===== config.mk =====
export PLATFORM = sky130hd
export DESIGN_NAME = mixer_duc_mul_sched_flat
export DESIGN_NICKNAME = d
export VERILOG_FILES = /design/src/rtl/mixer_duc_mul_sched_pkg.sv /design/src/rtl/mixer_duc_mul_sched_if.sv /design/src/rtl/mixer_duc_rr_arb.sv /design/src/rtl/mixer_duc_mul_sched.sv /design/src/flat_wrapper.sv
export SDC_FILE = /design/constraint.sdc
export NUM_CORES = 1
export LEC_CHECK = 0
export ABC_CLOCK_PERIOD_IN_PS = 4100
export BUFFER_PORTS_ARGS = -buffer_cell sky130_fd_sc_hd__buf_2
export CAP_MARGIN = 20
export CORE_ASPECT_RATIO = 1.2
export CORE_MARGIN = 3
export CORE_UTILIZATION = 37
export DETAILED_ROUTE_END_ITERATION = 16
export MAX_ROUTING_LAYER = met4
export PLACE_DENSITY_LB_ADDON = 0.2
export SETUP_SLACK_MARGIN = 0.1
export SLEW_MARGIN = 10
export SYNTH_ARGS = -nofsm -noshare
export SYNTH_HDL_FRONTEND = slang
export SYNTH_SLANG_ARGS = --single-unit

===== constraint.sdc =====
create_clock -name clk -period 4.1 [get_ports clk]
set_input_delay 0.615 -clock clk [delete_from_list [all_inputs] [get_ports clk]]
set_output_delay 0.615 -clock clk [all_outputs]
set_load 0.01 [all_outputs]

===== src/rtl/mixer_duc_mul_sched_pkg.sv =====
// Shared widths and the tag record for the DUC mixer multiplier scheduler.
// Also provides the id-width helper used by the interface, the arbiter and the top.
package mixer_duc_mul_sched_pkg;

  localparam int A_W      = 16;
  localparam int B_W      = 8;
  localparam int P_W      = 24;
  localparam int ID_MAX_W = 8;

  // Ids are stored at the widest supported size; only the low bits are ever set.
  typedef struct packed {
    logic                valid;
    logic [ID_MAX_W-1:0] id;
  } tag_t;

  localparam tag_t TAG_EMPTY = '{valid: 1'b0, id: '0};

  function automatic int id_width(input int n);
    return (n > 1) ? $clog2(n) : 1;
  endfunction

endpackage


===== src/rtl/mixer_duc_mul_sched_if.sv =====
// Request, multiplier and result buses of the shared-multiplier scheduler.
// The master modport is the scheduler side; the slave modport is the environment side.
interface mixer_duc_mul_sched_if
  import mixer_duc_mul_sched_pkg::*;
#(
  parameter int NREQ = 4
);

  localparam int ID_W = id_width(NREQ);

  logic [NREQ-1:0]     req_valid;
  logic [NREQ-1:0]     req_ready;
  logic [A_W*NREQ-1:0] req_a;
  logic [B_W*NREQ-1:0] req_b;

  logic                mul_ce;
  logic [A_W-1:0]      mul_din0;
  logic [B_W-1:0]      mul_din1;
  logic [P_W-1:0]      mul_dout;

  logic                res_valid;
  logic                res_ready;
  logic [ID_W-1:0]     res_id;
  logic [P_W-1:0]      res_p;

  modport master (
    input  req_valid, req_a, req_b, mul_dout, res_ready,
    output req_ready, mul_ce, mul_din0, mul_din1, res_valid, res_id, res_p
  );

  modport slave (
    output req_valid, req_a, req_b, mul_dout, res_ready,
    input  req_ready, mul_ce, mul_din0, mul_din1, res_valid, res_id, res_p
  );

endinterface


===== src/rtl/mixer_duc_rr_arb.sv =====
// Round-robin arbiter: searches from ptr upward with wrap and grants the first
// valid requester when en is high. Purely combinational.
module mixer_duc_rr_arb
  import mixer_duc_mul_sched_pkg::*;
#(
  parameter int NREQ = 4,
  parameter int ID_W = id_width(NREQ)
) (
  input  logic [NREQ-1:0] req,
  input  logic            en,
  input  logic [ID_W-1:0] ptr,
  output logic [NREQ-1:0] gnt,
  output logic [ID_W-1:0] idx,
  output logic            any
);

  always_comb begin
    // NOTE: every variable is given a default before any branch, so no path
    // leaves one unassigned and no latch is inferred.
    gnt = '0;
    idx = '0;
    any = 1'b0;
    for (int i = 0; i < NREQ; i++) begin
      int k;
      k = int'(ptr) + i;
      if (k >= NREQ) k = k - NREQ;
      if (en && !any && req[k]) begin
        any    = 1'b1;
        idx    = ID_W'(k);
        gnt[k] = 1'b1;
      end
    end
  end

endmodule


===== src/rtl/mixer_duc_mul_sched.sv =====
// Time-shares one external 16s x 8s multiplier among NREQ requesters and tags
// each product with its owner so results come back in issue order.
module mixer_duc_mul_sched
  import mixer_duc_mul_sched_pkg::*;
#(
  parameter int NREQ    = 4,
  parameter int MUL_LAT = 2
) (
  input  logic                   clk,
  input  logic                   reset,
  input  logic                   cfg_en,
  output logic                   busy,
  mixer_duc_mul_sched_if.master  bus
);

  localparam int ID_W = id_width(NREQ);

  logic [ID_W-1:0] ptr;
  logic [ID_W-1:0] gnt_idx;
  logic [NREQ-1:0] gnt;
  logic            gnt_any;
  logic            mul_ce;
  logic            arb_en;
  tag_t            tags [MUL_LAT];
  tag_t            last_tag;
  logic            unused_id_hi;

  assign last_tag = tags[MUL_LAT-1];

  // A valid result that is not accepted freezes the whole multiplier pipeline.
  assign mul_ce = bus.res_ready | ~last_tag.valid;
  assign arb_en = mul_ce & cfg_en & ~reset;

  mixer_duc_rr_arb #(
    .NREQ (NREQ),
    .ID_W (ID_W)
  ) u_arb (
    .req (bus.req_valid),
    .en  (arb_en),
    .ptr (ptr),
    .gnt (gnt),
    .idx (gnt_idx),
    .any (gnt_any)
  );

  assign bus.mul_ce    = mul_ce;
  assign bus.req_ready = gnt;
  assign bus.res_valid = last_tag.valid;
  assign bus.res_id    = last_tag.id[ID_W-1:0];
  assign bus.res_p     = bus.mul_dout;

  // Id bits above ID_W are always zero.
  assign unused_id_hi = ^last_tag.id;

  always_comb begin
    bus.mul_din0 = '0;
    bus.mul_din1 = '0;
    if (gnt_any) begin
      bus.mul_din0 = bus.req_a[gnt_idx*A_W +: A_W];
      bus.mul_din1 = bus.req_b[gnt_idx*B_W +: B_W];
    end
  end

  // NOTE: sequential state uses non-blocking assignments so every register
  // samples pre-edge values regardless of block ordering.
  always_ff @(posedge clk or posedge reset) begin
    if (reset) begin
      ptr <= '0;
    end else if (gnt_any) begin
      if (gnt_idx == ID_W'(NREQ - 1)) ptr <= '0;
      else                            ptr <= gnt_idx + 1'b1;
    end
  end

  // NOTE: the tag array is reset because stale valid bits would emit results
  // for discarded products; the multiplier data path itself needs no reset.
  always_ff @(posedge clk or posedge reset) begin
    if (reset) begin
      for (int i = 0; i < MUL_LAT; i++) tags[i] <= TAG_EMPTY;
    end else if (mul_ce) begin
      tags[0] <= '{valid: gnt_any, id: ID_MAX_W'(gnt_idx)};
      for (int i = 1; i < MUL_LAT; i++) tags[i] <= tags[i-1];
    end
  end

  always_comb begin
    busy = 1'b0;
    for (int i = 0; i < MUL_LAT; i++) busy = busy | tags[i].valid;
  end

endmodule


===== src/flat_wrapper.sv =====
// flat-port wrapper written by rule: the top's interface ports become plain ports
module mixer_duc_mul_sched_flat import mixer_duc_mul_sched_pkg::*;
#(
  parameter int NREQ    = 4,
  parameter int MUL_LAT = 2
)
  (clk, reset, cfg_en, busy, bus_req_valid, bus_req_a, bus_req_b, bus_mul_dout, bus_res_ready, bus_req_ready, bus_mul_ce, bus_mul_din0, bus_mul_din1, bus_res_valid, bus_res_id, bus_res_p);
  mixer_duc_mul_sched_if #(.NREQ(NREQ)) bus_i ();
  input  logic clk;
  input  logic reset;
  input  logic cfg_en;
  output logic busy;
  input wire logic [$bits(bus_i.req_valid)-1:0] bus_req_valid;
  input wire logic [$bits(bus_i.req_a)-1:0] bus_req_a;
  input wire logic [$bits(bus_i.req_b)-1:0] bus_req_b;
  input wire logic [$bits(bus_i.mul_dout)-1:0] bus_mul_dout;
  input wire logic [$bits(bus_i.res_ready)-1:0] bus_res_ready;
  output wire logic [$bits(bus_i.req_ready)-1:0] bus_req_ready;
  output wire logic [$bits(bus_i.mul_ce)-1:0] bus_mul_ce;
  output wire logic [$bits(bus_i.mul_din0)-1:0] bus_mul_din0;
  output wire logic [$bits(bus_i.mul_din1)-1:0] bus_mul_din1;
  output wire logic [$bits(bus_i.res_valid)-1:0] bus_res_valid;
  output wire logic [$bits(bus_i.res_id)-1:0] bus_res_id;
  output wire logic [$bits(bus_i.res_p)-1:0] bus_res_p;
  assign bus_i.req_valid = bus_req_valid;
  assign bus_i.req_a = bus_req_a;
  assign bus_i.req_b = bus_req_b;
  assign bus_i.mul_dout = bus_mul_dout;
  assign bus_i.res_ready = bus_res_ready;
  assign bus_req_ready = bus_i.req_ready;
  assign bus_mul_ce = bus_i.mul_ce;
  assign bus_mul_din0 = bus_i.mul_din0;
  assign bus_mul_din1 = bus_i.mul_din1;
  assign bus_res_valid = bus_i.res_valid;
  assign bus_res_id = bus_i.res_id;
  assign bus_res_p = bus_i.res_p;
  mixer_duc_mul_sched #(.NREQ(NREQ), .MUL_LAT(MUL_LAT)) u_core (.clk(clk), .reset(reset), .cfg_en(cfg_en), .busy(busy), .bus(bus_i));
endmodule

# After elaboration in Yosys (flattened, before gate mapping)
# Cells that the tools add are included.
[classes]
muxes = 39
mul = 0
n_eq_ne = 1
n_shift = 2
div_mod_pow = 0
n_reduce_logical = 14
bitwise = 9
add_sub_neg = 8
magnitude_cmp = 12
[ops]
columns = ["cell", "n"]
rows = [
  ["$ge A32 B1 Y1 const B", 4],
  ["$lt A32 B4 Y1 const B", 4],
  ["$mux W32", 4],
  ["$shiftx A64 B7 Y16", 1],
  ["$shiftx A32 B6 Y8", 1],
  ["$mux W1", 16],
  ["$mux W16", 1],
  ["$mux W4", 4],
  ["$or A4 B4 Y4", 3],
  ["$sub A3 B3 Y4 const B", 3],
  ["$logic_and A1 B1 Y1", 11],
  ["$mux W2", 5],
  ["$ge A3 B3 Y1 const B", 3],
  ["$bmux W1 S2", 4],
  ["$demux W1 S2", 4],
  ["$mux W8", 1],
  ["$add A2 B2 Y3 const B", 2],
  ["$sub A2 B3 Y4 const B", 1],
  ["$add A2 B1 Y3 const B", 1],
  ["$ge A2 B3 Y1 const B", 1],
  ["$logic_not A1 Y1", 3],
  ["$add A2 B1 Y2 const B", 1],
  ["$and A1 B1 Y1", 2],
  ["$eq A2 B2 Y1 const B", 1],
  ["2 further kinds", 4],
]
[totals]
latchBits = 0
rom_bits = 0
ram_bits = 0
output_inout_bits = 57
register_bits = 8
inputBits = 128
mem_count = 0

# Longest topological paths before layout
# Gate-level depths: netlist of the first run.
[depth]
depth_word = 21
ltp_mapped = 13
depth_no_buf = 8

# Cells and area by module
# A second synthesis of the first run with hierarchy kept.
[unflattened]
hier_cells = 201
hier_area_um2 = 1816.7
[modules_own_cells]
columns = ["module", "area_per_inst_um2", "n_inst", "cells_each", "seq_area_each_um2"]
rows = [
  ["mixer_duc_mul_sched", 1272.5, 1, 134, 200.2],
  ["mixer_duc_rr_arb", 544.3, 1, 67, 0.0],
]

# Least setup slack after synthesis of the first run
# OpenSTA, ideal clock, no wires.
[synth_timing]
path_kind = "register to output"
startpoint = "reg u_core.ptr[0]"
endpoint = "out bus_mul_din0[10]"
path_stages_with_launch = 14
slack_ns = 0.876
arrival_time_ns = 2.609
t_required_ns = 3.485
cell_sequence = "dfrtp_1 buf_6 inv_1 ha_1 buf_2 nand2b_1 a21oi_1 o32ai_2 and2_1 buf_4 buf_12 buf_8 a22oi_2 a21oi_2"
[synth_via]
elab_chain_cells = 21
word_cells_on_any_way = 47
classes_between = "add/sub: 7; order compare: 4; shift: 1; mux: 25; reduce/logical: 10"
[synth_rtl]
columns = ["element", "line", "text"]
rows = [
  ["start: declaration", "mixer_duc_mul_sched.sv:18", "logic [ID_W-1:0] ptr;"],
  ["start signal: assignment", "mixer_duc_mul_sched.sv:71", "else ptr <= gnt_idx + 1'b1;"],
  ["$sub A2 B3 Y4 / $ge A2 B3 Y1 (equally long branches)", "mixer_duc_rr_arb.sv:26", "if (k >= NREQ) k = k - NREQ;"],
  ["$mux W32", "mixer_duc_rr_arb.sv:26", ""],
  ["$bmux W1 S2", "mixer_duc_rr_arb.sv:27", "if (en && !any && req[k]) begin"],
  ["$mux W1 (not written as such) (2 in series)", "mixer_duc_rr_arb.sv:27", ""],
  ["$logic_and A1 B1 Y1", "mixer_duc_rr_arb.sv:27", ""],
  ["$mux W1", "mixer_duc_rr_arb.sv:27", ""],
  ["$logic_not A1 Y1", "mixer_duc_rr_arb.sv:27", ""],
  ["$logic_and A1 B1 Y1 (2 in series)", "mixer_duc_rr_arb.sv:27", ""],
  ["$mux W1", "mixer_duc_rr_arb.sv:27", ""],
  ["$logic_not A1 Y1", "mixer_duc_rr_arb.sv:27", ""],
  ["$logic_and A1 B1 Y1 (2 in series)", "mixer_duc_rr_arb.sv:27", ""],
  ["$mux W1", "mixer_duc_rr_arb.sv:27", ""],
  ["$logic_not A1 Y1", "mixer_duc_rr_arb.sv:27", ""],
  ["$logic_and A1 B1 Y1 (2 in series)", "mixer_duc_rr_arb.sv:27", ""],
  ["$mux W2", "mixer_duc_rr_arb.sv:27", ""],
  ["$shiftx A64 B7 Y16", "mixer_duc_mul_sched.sv:59", "bus.mul_din0 = bus.req_a[gnt_idx*A_W +: A_W];"],
  ["$mux W16 (*)", "mixer_duc_mul_sched.sv:58", "if (gnt_any) begin"],
  ["end: declaration", "flat_wrapper.sv:20", "output wire logic [$bits(bus_i.mul_din0)-1:0] bus_mul_din0;"],
]
# Mark *: on every way between the ends. The rest lies on a longest branch, timed or not. The select of a mux whose other input is x is not followed.

# Final worst setup path of the first run
[layout_timing]
startpoint = "reg u_core.ptr[1]"
endpoint = "out bus_mul_din1[0]"
[layout_via]
elab_chain_cells = 21
word_cells_on_any_way = 47
classes_between = "add/sub: 7; order compare: 4; shift: 1; mux: 25; reduce/logical: 10"
[layout_rtl]
columns = ["element", "line", "text"]
rows = [
  ["$sub A2 B3 Y4 / $ge A2 B3 Y1 (equally long branches)", "mixer_duc_rr_arb.sv:26", ""],
  ["$mux W32", "mixer_duc_rr_arb.sv:26", ""],
  ["$bmux W1 S2", "mixer_duc_rr_arb.sv:27", ""],
  ["$mux W1 (not written as such) (2 in series)", "mixer_duc_rr_arb.sv:27", ""],
  ["$logic_and A1 B1 Y1", "mixer_duc_rr_arb.sv:27", ""],
  ["$mux W1", "mixer_duc_rr_arb.sv:27", ""],
  ["$logic_not A1 Y1", "mixer_duc_rr_arb.sv:27", ""],
  ["$logic_and A1 B1 Y1 (2 in series)", "mixer_duc_rr_arb.sv:27", ""],
  ["$mux W1", "mixer_duc_rr_arb.sv:27", ""],
  ["$logic_not A1 Y1", "mixer_duc_rr_arb.sv:27", ""],
  ["$logic_and A1 B1 Y1 (2 in series)", "mixer_duc_rr_arb.sv:27", ""],
  ["$mux W1", "mixer_duc_rr_arb.sv:27", ""],
  ["$logic_not A1 Y1", "mixer_duc_rr_arb.sv:27", ""],
  ["$logic_and A1 B1 Y1 (2 in series)", "mixer_duc_rr_arb.sv:27", ""],
  ["$mux W2", "mixer_duc_rr_arb.sv:27", ""],
  ["$shiftx A32 B6 Y8", "mixer_duc_mul_sched.sv:60", "bus.mul_din1 = bus.req_b[gnt_idx*B_W +: B_W];"],
  ["$mux W8 (*)", "mixer_duc_mul_sched.sv:58", ""],
  ["end: declaration", "flat_wrapper.sv:21", "output wire logic [$bits(bus_i.mul_din1)-1:0] bus_mul_din1;"],
]
# Marks and branches as above.

==> results of run 1 <==
==> critical path, cell delays in order (launching register included) <==
cell      delay, ps
dfrtp_1         330
inv_1            90
ha_1            480
nand2b_1        160
a21oi_1          80
o32ai_2         500
and2_2          270
buf_4           240
a22oi_1         150
a21oi_2         180
buf_2           160
==> cell families (layout without fill, tap and decap cells) <==
| kind of cell | Yosys count | after routing | share of synthesized area [%] |
|---|---|---|---|
| muxes | 6 | 6 | 4.63 |
| buffers and inverters | 54 | 154 | 20.3 |
| AOI/OAI and AO/OA | 97 | 97 | 48.0 |
| DFF | 8 | 8 | 10.6 |
| adders and majority gates | 8 | 8 | 5.29 |
| and+or+nand+nor | 35 | 35 | 11.2 |
==> cells in the final DEF (no fill, tap or decap), drive strengths merged, types with 2 or more instances in the layout <==
cell type    n
buf        145
a21oi       27
a22oi       24
a221oi      24
ha           8
dfrtp        8
inv          6
nor2         6
nor2b        5
nand3        4
a22o         4
a221o        4
nand2        3
nand2b       3
clkbuf       3
a211oi       3
and2         3
mux2         2
mux4         2
mux2i        2
or3          2
a21o         2
nor3         2
or2          2
o21ai        2
nor3b        2
o311ai       2
==> worst paths after layout <==
path | end | cells past startpoint
setup / recovery | bus_mul_din1[0] | 10
hold / removal | u_core.tags[10] | 2
setup reg to reg | u_core.ptr[1] | 10
hold reg to reg | u_core.tags[9] | 1
max in group asynchronous | u_core.bus.res_valid | 2
min in group clk | u_core.tags[9] | 1
==> cells in the mapped netlist, drive strengths merged <==
| cell | n | area share, % |
|---|---|---|
| a211oi | 3 | 1.5 |
| a21o | 2 | 0.79 |
| a21oi | 27 | 11 |
| a221o | 4 | 2.1 |
| a221oi | 24 | 14 |
| a22o | 4 | 1.9 |
| a22oi | 24 | 11 |
| a32o | 1 | 0.53 |
| and2 | 3 | 0.99 |
| and3 | 1 | 0.33 |
| buf | 46 | 19 |
| clkbuf | 2 | 0.40 |
| dfrtp | 8 | 11 |
| ha | 8 | 5.3 |
| inv | 6 | 1.2 |
| mux2 | 2 | 1.2 |
| mux2i | 2 | 1.1 |
| mux4 | 2 | 2.4 |
| nand2 | 3 | 0.60 |
| nand2b | 3 | 0.99 |
| nand3 | 4 | 1.1 |
| nand4 | 1 | 0.33 |
| nor2 | 6 | 1.6 |
| nor2b | 5 | 2.1 |
| nor3 | 2 | 0.53 |
| nor3b | 2 | 1.1 |
| nor4 | 1 | 0.33 |
| o2111ai | 1 | 0.46 |
| o21ai | 2 | 0.73 |
| o311ai | 2 | 1.9 |
| o31a | 1 | 0.46 |
| o31ai | 1 | 0.40 |
| o32ai | 1 | 0.86 |
| or2 | 2 | 0.66 |
| or3 | 2 | 0.66 |
==> power groups by stage <==
stage | sequential (uW) | combinational [uW] | clock [uW]
after global placement | 113 | 906 | 0
after detailed placement | 114 | 913 | 0
final | 112 | 910 | 91.9
after CTS | 113 | 916 | 94.1
after global routing | 116 | 999 | 101
after floorplan | 130 | 672 | 0
==> area by class of cell <==
class	count	area (um^2)
Fill cell	460	2330
Multi-Input combinational cell	146	1310
Timing Repair Buffer	145	786
Sequential cell	8	200
Tap cell	58	72.6
Clock buffer	3	41.3
Inverter	6	22.5
==> flip-flops by register name, indices dropped and copies added (netlist names) <==
signal / flops
u_core.bus.res_valid: 1
u_core.ptr: 2
u_core.tags: 3
u_core.bus.res_id: 2
==> stage by stage <==
stage	util (%)	total power (uW)
after floorplan	-	803
after CTS	51.0	1120
after detailed placement	50.2	1030
after global placement	50.2	1020
after global routing	51.0	1220
final	51.0	1110
==> routing by layer <==
layer	GRT usage, %	up-vias	share of wire [%]
met1	25.0	949	39
li1	-	998	-
met2	33.9	104	53
met5	-	-	0
met3	1.68	0	8.2
met4	2.22	0	0
==> metrics.md, run 1 <==
| Metric | Value |
|---|---|
| Crit path kind | `reg -> out` |
| IO buf count | `roughly 140` |
| Antenna violations before repair | `0` |
| Max IR drop VDD | `approximately 0.00015 V` |
| Htree depth | `1` |
| Startpoint Class | `flip-flop` |
| Starting Density | `roughly two fifths` |
| Critical Path RT | `3480 ps` |
| Crit. Startpoint | `u_core.ptr[1]` |
| Worst R2R Setup Slack | `between 1000 and 1500 ps` |
| # IOs | `approximately 190` |
| Fin. Hold Viols | `0` |
| Cts bufs inserted | `3` |
| Clock sink total | `8` |
| # rows | `27` |
| Synth warn | `0` |
| Postcts setup bufs | `0` |
| Seq/Total Area, Yosys | `between 10% and 20%` |
| CTS root buf | `clkbuf_8` |
| Final Instance Area | `roughly 0.0024 mm^2` |
| Final RePlAce weighted congestion | `between 0.8 and 0.9` |
| Worst flop-to-flop path startpoint | `u_core.ptr[1]` |
| Switching Fraction | `48.2%` |
| Reg power frac | `between 10% and 20%` |
| DPL Wire Length | `4930 um` |
| Syn nets | `between 300 and 400` |
| Synth Area per Inst | `approximately 9 um^2` |
| Via density | `around 5.6` |
| Total GRT Usage | `between 10% and 20%` |
| Netlist cell types | `48` |
| Crit path DAT | `approximately 2900 ps` |
| Setup WS post-layout | `between 600 and 700 ps` |
| Placeable Area | `approximately 0.0048 mm^2` |
| Dpl cell area | `between 0.002 and 0.0025 mm^2` |
| Final setup TNS | `0 ps` |
| DR DRC count | `0` |
| Sw Pwr | `537 uW` |
| Slew Limit Fails | `0` |
| CTS Buffer Depth | `2` |
| Clock skew | `about 0.36 ps` |
| RSZ-0062 raised after global routing | `no` |
| Internal | `just under 600 uW` |
| Vias | `between 2000 and 2500` |
| Total grt overflow | `0` |
| # hold bufs at CTS | `0` |
| First-pass GRT wire length | `roughly 9500 um` |
| Hold Path Class | `in -> async` |
| Tcrit/Tclk final | `84.9%` |
| Max cap viols | `0` |
| Die width | `roughly 71 um` |
| Combinational power share | `between 80% and 90%` |
| Power Dens Cells | `roughly 460 mW/mm^2` |
| Critical Path Fanout Max | `13` |
| Synth-to-Final Area Change | `28.6%` |
| Skew-Pair Late Insertion Delay | `220 ps` |
| Max_slew headroom | `53.3%` |
| Worst-path clk slew | `around 40 ps` |
| Peak Freq | `~290 MHz` |
| P_leak | `~0.0012 uW` |
| Post-Route WL | `between 5000 and 6000 um` |
| Drt wl/cell | `16.3 um` |
| Antenna cells | `0` |
| Die area | `between 0.006 and 0.007 mm^2` |
| Post-Place Cells | `363` |
| Synthesized cell area | `0.00189 mm^2` |
| Worst slew pin tran | `around 690 ps` |
| Fin cells | `between 300 and 400` |
| Final antenna-violating net count | `0` |
| #FFs+latches synth | `8` |
| DRT Pass-1 Iters | `4` |
| DRT iter0 DRCs | `approximately 110` |
| Place WS | `865 ps` |
| Hold slack final | `362 ps` |
| Die height | `approximately 84 um` |
| PostCTS Resize Cnt | `0` |
| Share of cells above drive strength 1 | `a little under two thirds` |
| Setup violators final | `0` |
| Post-route minimum period | `3480 ps` |
| Cells after Synth | `208` |
| Share of power burned in the clock network | `under 10%` |
| CTS tree | `yes` |
| CP Capture Type | `primary output` |
| Vias in the first global route | `just under 2000` |
| Largest net degree at the start of global routing | `between 40 and 50` |
| Final #Nets | `between 400 and 500` |
| Status | `finished clean` |
(Power assumes the default switching activity.)
==> run 2: changes to the inputs <==
ABC_CLOCK_PERIOD_IN_PS = 3200   (was 4100)
CORE_UTILIZATION = 34   (was 37)
clock period = 3.2 ns   (was 4.1 ns; I/O delays follow)
==> run 2 against run 1 <==
Global-route usage fell by 2.3 points. Sequential power increased by 28%. Critical path type unchanged. Final area increased by 5.5%. Largest power group unchanged. Clock skew barely moved. Highest routed layer is now met4. Largest cell class unchanged.
==> metrics.md, run 2 (synthesis gave the netlist of run 1 again) <==
| Metric | Value |
|---|---|
| DRT Pass-1 Iters | `4` |
| CTS root buf | `clkbuf_8` |
| Skew-Pair Late Insertion Delay | `between 200 and 250 ps` |
| CTS Buffer Depth | `2` |
| Final antenna-violating net count | `0` |
| Worst-path clk slew | `about 40 ps` |
| Antenna violations before repair | `0` |
| Total grt overflow | `0` |
| Slew Limit Fails | `0` |
| Power Dens Cells | `roughly 600 mW/mm^2` |
| Synth-to-Final Area Change | `35.7%` |
| Antenna cells | `0` |
| Vias in the first global route | `around 1900` |
| Max_slew headroom | `59.6%` |
| Setup violators final | `0` |
| Critical Path Fanout Max | `19` |
| CTS tree | `yes` |
| Die area | `roughly 0.0065 mm^2` |
| Peak Freq | `334 MHz` |
| DRT iter0 DRCs | `between 100 and 150` |
| Hold Path Class | `in -> async` |
| Drt wl/cell | `about 16 um` |
| Via density | `around 5.5` |
| Max cap viols | `0` |
| Total GRT Usage | `17.2%` |
| Final #Nets | `around 450` |
| Largest net degree at the start of global routing | `36` |
| CP Capture Type | `primary output` |
| Register bank with the most flops | `u_core.tags` |
| Cells on worst reg2reg path | `8` |
| Largest register FFs | `3` |
| Starting Density | `a little over a third` |
| P_leak | `0.00121 uW` |
| # IOs | `185` |
| Worst R2R Setup Slack | `~890 ps` |
| Htree depth | `1` |
| Die height | `87.7 um` |
| Fin. Hold Viols | `0` |
| IO buf count | `136` |
| Post-Route WL | `approximately 5900 um` |
| Worst flop-to-flop path startpoint | `u_core.ptr[0]` |
| Final setup TNS | `0 ps` |
| Critical Path RT | `roughly 2700 ps` |
| DR DRC count | `0` |
| Status | `finished clean` |
| Clock skew | `between 0.6 and 0.7 ps` |
| Crit path kind | `reg -> out` |
| Cts bufs inserted | `3` |
| Final RePlAce weighted congestion | `approximately 0.83` |
| Max IR drop VDD | `0.000210 V` |
| Place WS | `187 ps` |
| Worst slew pin tran | `around 600 ps` |
| Post-route minimum period | `between 2000 and 3000 ps` |
| First-pass GRT wire length | `8720 um` |
| Worst flop-to-flop path endpoint | `u_core.ptr[1]` |
| RSZ-0062 raised after global routing | `yes` |
| Setup WS post-layout | `209 ps` |
| Clock sink total | `8` |
| Startpoint Class | `flip-flop` |
| # rows | `29` |
| Share of cells above drive strength 1 | `between 60 and 70%` |
| Placeable Area | `approximately 0.0053 mm^2` |
| # hold bufs at CTS | `0` |
| Vias | `approximately 2100` |
| Die width | `around 74 um` |
| Tcrit/Tclk final | `between 90% and 100%` |
| Most frequent cells in the layout | `buf_2, a21oi_2, a22oi_1, a221oi_1, a221oi_2` |
| DPL Wire Length | `around 4800 um` |
| Crit path DAT | `2510 ps` |
| Most common cell after layout, fill and taps aside | `buf_2` |
[run 2: worst max path at each step]
stage                       start               end  cells past startpoint
CTS                 u_core.ptr[0]   bus_mul_din0[7]                     10
detailed placement  u_core.ptr[0]   bus_mul_din1[1]                     10
global placement    u_core.ptr[0]   bus_mul_din1[1]                     10
floorplan           u_core.ptr[0]  bus_mul_din0[10]                     13
global route        u_core.ptr[0]   bus_mul_din0[5]                      9
finish              u_core.ptr[0]  bus_mul_din0[12]                      8
[run 2: layer usage]
layer / GRT usage [%] / vias to the layer above / wire [um]
li1: - / 1008 / -
met1: 21.9 / 976 / 2350
met2: 29.4 / 99 / 3150
met3: 1.15 / 2 / 405
met4: 3.95 / 0 / 27
met5: - / - / 0
[run 2: cell type report]
cell class                 count  area (um^2)
timing repair buffer         152          863
sequential                     8          200
fill                         511         2770
inverter                       6         22.5
tap                           62         77.6
multi-input combinational    146         1360
clock buffer                   3         41.3
[run 2: per-stage QoR]
step	area, um^2	total power (uW)	hold slack [ps]	util [%]	instances
2_1_floorplan	1890	1030	304	-	208
3_3_place_gp	2430	1330	461	45.6	372
3_5_place_dp	2430	1330	473	45.6	372
4_1_cts	2490	1490	259	46.8	375
5_1_grt	2560	1660	275	48.1	377
6_report	2560	1530	260	48.1	377
[run 2: worst max-delay path, cell delays in order (launching register included)]
cell and delay, ps:
dfrtp_1 330, buf_4 220, mux4_2 530, nor2b_4 150, o311ai_4 390, buf_6 280, buf_4 180, a21oi_2 50
buf_2 150
[run 2: what timing repair did]
action,in CTS,in global routing
pin swaps,0,1
resized for setup,4,6
setup endpoints to repair,24,24
buffers inserted,0,1
gates cloned,0,1
[run 2: power breakdown]
part / total (uW) / leakage, uW / switching (uW) / internal [uW]
Clock: 117 / 0.0000216 / 35.8 / 81.1
Combinational: 1270 / 0.00109 / 670 / 602
Sequential: 143 / 0.000102 / 13.3 / 130
Total: 1530 / 0.00121 / 719 / 813
